### config.mk
export PLATFORM = sky130hd
export DESIGN_NAME = add_subtract_flat
export DESIGN_NICKNAME = d
export VERILOG_FILES = /design/src/rtl/add_subtract_pkg.sv /design/src/rtl/add_subtract_if.sv /design/src/rtl/add_subtract_bin2bcd9.sv /design/src/rtl/add_subtract.sv /design/src/flat_wrapper.sv
export SDC_FILE = /design/constraint.sdc
export NUM_CORES = 1
export LEC_CHECK = 0
export ABC_AREA = 1
export BUFFER_PORTS_ARGS = -buffer_cell sky130_fd_sc_hd__buf_2
export CAP_MARGIN = 20
export CORE_MARGIN = 2
export CORE_UTILIZATION = 45
export CTS_CLUSTER_DIAMETER = 80
export DETAILED_ROUTE_END_ITERATION = 10
export GPL_ROUTABILITY_DRIVEN = 1
export PLACE_DENSITY = 0.66
export SETUP_SLACK_MARGIN = 0.3
export SLEW_MARGIN = 20
export SYNTH_ARGS = -nofsm -noshare
export SYNTH_HDL_FRONTEND = slang
export SYNTH_HIERARCHICAL = 1
export SYNTH_SLANG_ARGS = --single-unit
### constraint.sdc
create_clock -name clk -period 6 [get_ports clk]
set_input_delay 0 -clock clk [delete_from_list [all_inputs] [get_ports clk]]
set_output_delay 0 -clock clk [all_outputs]
set_load 0.005 [all_outputs]
### src/rtl/add_subtract_pkg.sv
// add_subtract_pkg: shared constants and types for the add_subtract block.
//   OP_ADD / OP_SUB : encodings of the add_sub operation select
//   result_t        : registered output bundle (BCD magnitude, carry, sign)
package add_subtract_pkg;

    localparam logic OP_ADD = 1'b0;
    localparam logic OP_SUB = 1'b1;

    typedef struct packed {
        logic [11:0] bcd;
        logic        cout;
        logic        sign;
    } result_t;

endpackage : add_subtract_pkg

### src/rtl/add_subtract_if.sv
// add_subtract_if: operand/result bundle for the add_subtract block.
//   a, b       : 8-bit unsigned operands
//   add_sub    : 0 = add, 1 = subtract
//   enable     : active-low, 0 = compute on this edge, 1 = hold
//   bcd_result : 3-digit packed BCD magnitude
//   cout       : carry out of an addition
//   sign_flag  : subtraction result was negative
// master = operand source / result consumer, slave = the arithmetic block.
interface add_subtract_if;

    logic [7:0]  a;
    logic [7:0]  b;
    logic        add_sub;
    logic        enable;
    logic [11:0] bcd_result;
    logic        cout;
    logic        sign_flag;

    modport master (
        output a, b, add_sub, enable,
        input  bcd_result, cout, sign_flag
    );

    modport slave (
        input  a, b, add_sub, enable,
        output bcd_result, cout, sign_flag
    );

endinterface : add_subtract_if

### src/rtl/add_subtract_bin2bcd9.sv
// bin2bcd9: combinational 9-bit binary to 3-digit packed BCD converter
// using shift-add-3 (double dabble).
//   bin : binary input, 0..511
//   bcd : packed BCD, [11:8] hundreds, [7:4] tens, [3:0] ones
module bin2bcd9 (
    input  logic [8:0]  bin,
    output logic [11:0] bcd
);

    // 21-bit scratch: upper 12 bits hold the BCD digits, lower 9 the binary.
    logic [20:0] shift_s;

    // Double dabble: before each of the 9 shifts, bias any digit >= 5 by 3 so
    // the shift carries correctly into the next decimal digit.
    always_comb begin
        shift_s = {12'd0, bin};
        for (int i = 0; i < 9; i++) begin
            if (shift_s[12:9] >= 4'd5) begin
                shift_s[12:9] = shift_s[12:9] + 4'd3;
            end else begin
                shift_s[12:9] = shift_s[12:9];
            end
            if (shift_s[16:13] >= 4'd5) begin
                shift_s[16:13] = shift_s[16:13] + 4'd3;
            end else begin
                shift_s[16:13] = shift_s[16:13];
            end
            if (shift_s[20:17] >= 4'd5) begin
                shift_s[20:17] = shift_s[20:17] + 4'd3;
            end else begin
                shift_s[20:17] = shift_s[20:17];
            end
            shift_s = {shift_s[19:0], 1'b0};
        end
    end

    assign bcd = shift_s[20:9];

endmodule : bin2bcd9

### src/rtl/add_subtract.sv
// add_subtract: registered 8-bit unsigned adder/subtractor with packed-BCD
// magnitude output, carry and sign flags. One-cycle latency; outputs hold
// while enable is high.
//   clk : system clock, rising edge
//   rst : synchronous active-high reset, takes priority over enable
//   bus : add_subtract_if slave (operands, op select, enable, results)
module add_subtract
    import add_subtract_pkg::*;
(
    input  logic               clk,
    input  logic               rst,
    add_subtract_if.slave      bus
);

    logic        a_ge_b_s;
    logic [8:0]  sum_s;
    logic [7:0]  diff_s;
    logic [8:0]  bin_s;
    logic [11:0] bcd_s;
    result_t     next_s;
    result_t     result_r;

    // Comparator and both arithmetic paths; the smaller operand is always
    // subtracted from the larger so the magnitude never underflows.
    always_comb begin
        a_ge_b_s = (bus.a >= bus.b);
        sum_s    = {1'b0, bus.a} + {1'b0, bus.b};
        if (a_ge_b_s) begin
            diff_s = bus.a - bus.b;
        end else begin
            diff_s = bus.b - bus.a;
        end
    end

    // Operation mux: selects the value to convert and the flags for it.
    always_comb begin
        bin_s       = sum_s;
        next_s.cout = 1'b0;
        next_s.sign = 1'b0;
        case (bus.add_sub)
            OP_ADD: begin
                bin_s       = sum_s;
                next_s.cout = sum_s[8];
                next_s.sign = 1'b0;
            end
            OP_SUB: begin
                bin_s       = {1'b0, diff_s};
                next_s.cout = 1'b0;
                // a == b gives sign 0, so negative zero cannot appear.
                next_s.sign = ~a_ge_b_s;
            end
            default: begin
                bin_s       = sum_s;
                next_s.cout = sum_s[8];
                next_s.sign = 1'b0;
            end
        endcase
        next_s.bcd = bcd_s;
    end

    bin2bcd9 u_bin2bcd9 (
        .bin (bin_s),
        .bcd (bcd_s)
    );

    // Output register: reset clears, enable low loads, enable high holds.
    always_ff @(posedge clk) begin
        if (rst) begin
            result_r <= '{bcd: 12'h000, cout: 1'b0, sign: 1'b0};
        end else if (!bus.enable) begin
            result_r <= next_s;
        end else begin
            result_r <= result_r;
        end
    end

    assign bus.bcd_result = result_r.bcd;
    assign bus.cout       = result_r.cout;
    assign bus.sign_flag  = result_r.sign;

endmodule : add_subtract

### src/flat_wrapper.sv
// flat-port wrapper written by rule: the top's interface ports become plain ports
module add_subtract_flat import add_subtract_pkg::*;
  (clk, rst, bus_a, bus_b, bus_add_sub, bus_enable, bus_bcd_result, bus_cout, bus_sign_flag);
  add_subtract_if bus_i ();
  input  logic clk;
  input  logic rst;
  input wire logic [$bits(bus_i.a)-1:0] bus_a;
  input wire logic [$bits(bus_i.b)-1:0] bus_b;
  input wire logic [$bits(bus_i.add_sub)-1:0] bus_add_sub;
  input wire logic [$bits(bus_i.enable)-1:0] bus_enable;
  output wire logic [$bits(bus_i.bcd_result)-1:0] bus_bcd_result;
  output wire logic [$bits(bus_i.cout)-1:0] bus_cout;
  output wire logic [$bits(bus_i.sign_flag)-1:0] bus_sign_flag;
  assign bus_i.a = bus_a;
  assign bus_i.b = bus_b;
  assign bus_i.add_sub = bus_add_sub;
  assign bus_i.enable = bus_enable;
  assign bus_bcd_result = bus_i.bcd_result;
  assign bus_cout = bus_i.cout;
  assign bus_sign_flag = bus_i.sign_flag;
  add_subtract u_core (.clk(clk), .rst(rst), .bus(bus_i));
endmodule
# --- Word-level counts from Yosys, hierarchy flattened ---
# Cells that the tools add are included.
totals:
  regBits: 14
  inputBits: 20
  out_inout_bits: 14
op_classes:
  n_addsub: 24
  magnitude_cmp: 22
  n_mux: 24
  bitwise_logic: 2
op_table:
  columns: ["op", "count"]
  rows:
  - [">= comparator 4 x 3 -> 1 bit (second input constant)", 18]
  - ["2-to-1 mux 4 bit", 14]
  - ["adder 4 x 2 -> 4 bit (second input constant)", 13]
  - ["2-to-1 mux 3 bit", 7]
  - ["case mux 9 bit (2 select lines)", 1]
  - ["subtractor 8 bit", 2]
  - ["adder 3 x 2 -> 3 bit (second input constant)", 5]
  - ["adder 8 x 8 -> 9 bit", 1]
  - [">= comparator 8 bit", 1]
  - ["2-to-1 mux 8 bit", 1]
  - ["adder 1 x 2 -> 3 bit (second input constant)", 2]
  - [">= comparator 1 x 3 -> 1 bit (second input constant)", 2]
  - ["case mux 2 bit (2 select lines)", 1]
  - ["adder 1 x 2 -> 3 bit (both inputs constant)", 1]
  - [">= comparator 1 x 3 -> 1 bit (both inputs constant)", 1]
  - ["inverter 1 bit", 2]

# --- Logic depth before layout (Yosys ltp) ---
logic_depth:
  ltp_word: 19
  depth_mapped: 55

# --- Hierarchy ---
# Netlist, hierarchy kept.
modules_own_cells:
  columns: ["mod", "instances", "cells_per_inst", "area_each_um2", "seq_area_each_um2"]
  rows:
  - ["add_subtract", 1, 298, 1786.7, 280.3]
  - ["bin2bcd9", 1, 189, 1067.3, 0.0]

# --- Worst setup path before layout ---
# OpenSTA, ideal clock, no wires.
synth_timing:
  path_type: "input to register"
  startpoint: "in bus_a[0]"
  endpoint: "reg u_core.result_r (netlist bit u_core/bus.bcd_result[6])"
  setup_time_ps: 116
  arrival_time_ps: 5368
  t_required_ps: 5884
  path_slack_ps: 516
  cell_stages: 52
  n_path_buf: 0
  cell_sequence: "inv_1 ha_1 fa_1 inv_1 nand2_1 nand2_1 nand3_2 nand2_2 nor2_4 nand3_1 nand2_1 nand2_1 nand2_1 inv_1 ha_1 inv_1 ha_1 inv_1 (+16 left out) a21oi_1 inv_1 nand3_1 and2_1 ha_1 inv_1 nand2_1 nand2_1 inv_2 nand2_1 nand2_1 nand2_1 nor2_1 o21ai_1 nand2_1 nand2_1 o21ai_0 nor2_1"
synth_rtl:
  columns: ["item", "line", "source"]
  rows:
  - ["from (decl)", "flat_wrapper.sv:7", "input wire logic [$bits(bus_i.a)-1:0] bus_a;"]
  - ["subtractor 8 bit (tied with other cells)", "add_subtract.sv:31", "diff_s = bus.b - bus.a;"]
  - ["2-to-1 mux 8 bit", "add_subtract.sv:28", "if (a_ge_b_s) begin"]
  - ["case mux 9 bit (2 select lines) (*)", "add_subtract.sv:40", "case (bus.add_sub)"]
  - ["named net u_core.bin_s[6]", "add_subtract.sv:18", "logic [8:0] bin_s;"]
  - ["adder 4 x 2 -> 4 bit or >= comparator 4 x 3 -> 1 bit (tied branches)", "add_subtract_bin2bcd9.sv:19, add_subtract_bin2bcd9.sv:18", null]
  - ["2-to-1 mux 4 bit (*)", "add_subtract_bin2bcd9.sv:18", "if (shift_s[12:9] >= 4'd5) begin"]
  - ["adder 4 x 2 -> 4 bit (tied with other cells)", "add_subtract_bin2bcd9.sv:19", "shift_s[12:9] = shift_s[12:9] + 4'd3;"]
  - ["2-to-1 mux 4 bit, on equally long branches", "add_subtract_bin2bcd9.sv:18, add_subtract_bin2bcd9.sv:23", null]
  - ["adder 4 x 2 -> 4 bit (tied with other cells)", "add_subtract_bin2bcd9.sv:19", null]
  - ["2-to-1 mux 4 bit, on equally long branches", "add_subtract_bin2bcd9.sv:18, add_subtract_bin2bcd9.sv:23", null]
  - ["adder 4 x 2 -> 4 bit (tied with other cells)", "add_subtract_bin2bcd9.sv:19", null]
  - ["2-to-1 mux 4 bit, on equally long branches", "add_subtract_bin2bcd9.sv:18, add_subtract_bin2bcd9.sv:23", null]
  - ["adder 4 x 2 -> 4 bit (tied with other cells)", "add_subtract_bin2bcd9.sv:24", "shift_s[16:13] = shift_s[16:13] + 4'd3;"]
  - ["2-to-1 mux 4 bit, on equally long branches", "add_subtract_bin2bcd9.sv:23, add_subtract_bin2bcd9.sv:18", null]
  - ["adder 4 x 2 -> 4 bit or >= comparator 4 x 3 -> 1 bit (tied branches)", "add_subtract_bin2bcd9.sv:24, add_subtract_bin2bcd9.sv:23", null]
  - ["2-to-1 mux 4 bit (*)", "add_subtract_bin2bcd9.sv:23", "if (shift_s[16:13] >= 4'd5) begin"]
  - ["named net u_core.bcd_s[6]", "add_subtract.sv:19", "logic [11:0] bcd_s;"]
  - ["to (signal assigned)", "add_subtract.sv:69", "result_r <= '{bcd: 12'h000, cout: 1'b0, sign: 1'b0};"]
  - ["to (signal assigned)", "add_subtract.sv:71", "result_r <= next_s;"]
  - ["to (signal assigned)", "add_subtract.sv:73", "result_r <= result_r;"]
  - ["to (decl)", "add_subtract.sv:21", "result_t result_r;"]
# The timed path passes the listed nets; every way through them passes the cells marked *.
# A chain may end at the register's enable or synchronous reset.

# --- Worst setup path in the final report ---
# Ends and elaborated chain as after synthesis.

==> run metrics <==
Critical path origin=bus_a[0]; TritonCTS clock tree=yes; Syn Nets=543; Syn Area/Cell=5.86 um2; power density over cell area=464 nW/um2; Post-synth EDFFs=0; DR pass1 iterations=5; register bit total from synthesis=14; Sequential Power Share=8.4%; core area=6240 um2; outcome=complete, no violations; Crit-path slowest cell=fa_2; crit path capture=u_core/bus.bcd_result[6]; critical path launch point type=input port; unrepaired setup endpoints after global routing=true; CTS Buf Count=3; Switch Pwr=0.000908 W; vias per cell=4.85; H-tree Lvls=1; Die X=83.6 um; Worst path max stage delay=0.41 ns; Vias=2951; antenna-violating nets left=0; Most used DFF post-synth=dfxtp_1; synthesized cell area=2850 um2; initial antenna violation count=0; fin. max-slew vios=0; leak pwr=1.99 nW; clk sinks=14; FMAX=187 MHz; Area Overhead vs Synth=22.4%; pin count of the biggest net entering global routing=17; WP data required=6.14 ns; synth unique cells=37; CTS Buffer Depth=2; Antenna diodes=0; Clock Pin Slew Worst Setup and Hold Paths=0.06 ns; routed len/inst=10.7 um; Comb pwr share=86.0%; Final Hold Fails=0; hold-fix buffer count after cts=0; Post-synth ARST share=0%; final instance area=3490 um2; vias in the first global route=2662; total grt overflow=0; die footprint=6990 um2; max-cap violation count=0; Clock Power Share=5.6%; IO Port Bufs=33; DR iter-0 viols=99; Remaining DRCs=0; aggregate routed wire length=6.52 mm; Layout fillers=666; final setup violation count=0; Yosys warnings=6; GRT Overall Usage=17.6%; Mapped Cells=487; Critical Path Sink Type=flip-flop; share of layout cells above drive strength 1=29.9%; R2R Setup Slk=5.35 ns; Tot Pwr=0.00162 W; Placer Congestion=0.860; io pins=34; HPWL after DPL=5.16 mm; Tmin final=5.34 ns; Critical Path Fanout Max=4; post-synthesis sequential area ratio=9.82%; worst r2r path cells=2; die span in y=83.6 um; P_int=0.000712 W; Clock Skew=0 ns; row count=29; r2r startpoint=u_core/bus.sign_flag; initial core utilization=45.7%; fin crit share=89.0%; nets=588; clock latency on the worst-skew pair=0.24 ns; Worst Path Arrival=5.47 ns; Switching Share=56.0%; Worst Setup Path Type=input port to flip-flop; first-pass GRT wire length=10.9 mm; Root Driver=clkbuf_8; critical path's most frequent cell=nand2_1; HP Class=input port to flip-flop; reg2reg end=u_core/bus.sign_flag; Max IR drop VDD=0.438 mV; dpl cell area=3090 um2
==> cells by family after synthesis <==
family	synth area share, %
other	0.131
AND/OR/NAND/NOR	46.3
AO/OA/AOI/OAI	11.0
buffers and inverters	13.7
flip-flops	9.82
XOR/XNOR	2.46
adder cells (fa/ha/maj)	16.6
==> metal layers <==
layer  vias to the layer above  wire (um)  GRT usage [%]
li1                       1592          -              -
met1                      1317       3080           22.4
met2                        36       3280           32.7
met3                         6        109           1.68
met4                         0         57           2.49
met5                         -          0              0
==> repair_timing <==
| item | in CTS | in global routing |
|---|---|---|
| gates resized for setup | 3 | 64 |
| setup endpoints to repair | 4 | 5 |
| setup buffers | 0 | 12 |
| pin swaps | 0 | 16 |
==> metrics by stage <==
stage | cells | util [%] | setup slack (ns) | hold slack [ns] | TNS (ns)
3_5_place_dp | 592 | 49.5 | -0.0912 | 0.381 | -0.157
5_1_grt | 608 | 56.0 | 0.165 | 0.144 | 0
3_3_place_gp | 592 | 49.5 | 0.111 | 0.379 | 0
6_report | 608 | 56.0 | 0.662 | 0.114 | 0
2_1_floorplan | 487 | - | 0.516 | 0.163 | 0
4_1_cts | 596 | 50.6 | 0.305 | 0.122 | 0
==> worst max-delay path, delay by kind of cell <==
| family | cells | cell delay (ns) |
|---|---|---|
| xor gates and xnor gates | 1 | 0.20 |
| and+or+nand+nor | 29 | 2.57 |
| adders and majority gates | 8 | 1.63 |
| buffers and inverters | 12 | 0.74 |
| AOI/OAI and AO/OA | 3 | 0.34 |
==> power by group through the flow <==
stage	combinational [W]	clock, W	sequential [W]
after floorplan	0.00101	0	0.000142
after global placement	0.00119	0	0.000138
after detailed placement	0.00121	0	0.000139
after CTS	0.00122	0.0000926	0.000137
after global routing	0.00159	0.0000975	0.000139
final	0.00139	0.0000900	0.000136
==> how the worst min path moves through the flow <==
stage,from,end,slack (ns),depth (start not counted)
2_1_floorplan,bus_enable,u_core/bus.bcd_result[10],0.16,2
3_3_place_gp,bus_add_sub,u_core/bus.sign_flag,0.38,3
3_5_place_dp,bus_add_sub,u_core/bus.sign_flag,0.38,3
4_1_cts,bus_add_sub,u_core/bus.sign_flag,0.12,3
5_1_grt,bus_add_sub,u_core/bus.sign_flag,0.14,3
6_report,bus_add_sub,u_core/bus.sign_flag,0.11,3
==> sequential cells by signal (all words and copies together) (netlist names) <==
register               flops
u_core/bus.sign_flag       1
u_core/bus.cout            1
u_core/bus.bcd_result     12
==> Yosys cell counts (6+ instances only) <==
cell type | number | area (um2)
a21oi_1 | 17 | 85.1
xor2_1 | 6 | 52.6
o21ai_0 | 18 | 90.1
inv_1 | 78 | 293
dfxtp_1 | 14 | 280
nand2_2 | 22 | 138
nand3_2 | 8 | 80.1
nor2_1 | 42 | 158
nand2_1 | 142 | 533
nand3_1 | 47 | 235
ha_1 | 33 | 413
nand2_4 | 8 | 90.1
inv_2 | 6 | 22.5
==> cell usage in the layout (no fill, tap or decap), types with 15 or more instances in the layout <==
master   synthesis  final
a21oi_1         17     15
buf_2            2     33
buf_4            5     18
ha_1            33     19
inv_1           78     70
nand2_1        142    131
nand2_2         22     27
nand3_1         47     41
nor2_1          42     40
o21ai_0         18     15
==> area by class of cell <==
| class | count | area, um2 | share of cell area (%) |
|---|---|---|---|
| clock buffer | 4 | 55.1 | 1.58 |
| inverter | 85 | 322 | 9.21 |
| multi-input combinational | 377 | 2440 | 69.8 |
| sequential | 14 | 280 | 8.03 |
| tap | 77 | 96.3 | 2.76 |
| timing repair buffer | 51 | 300 | 8.60 |
Power figures use the tool's default switching activity.
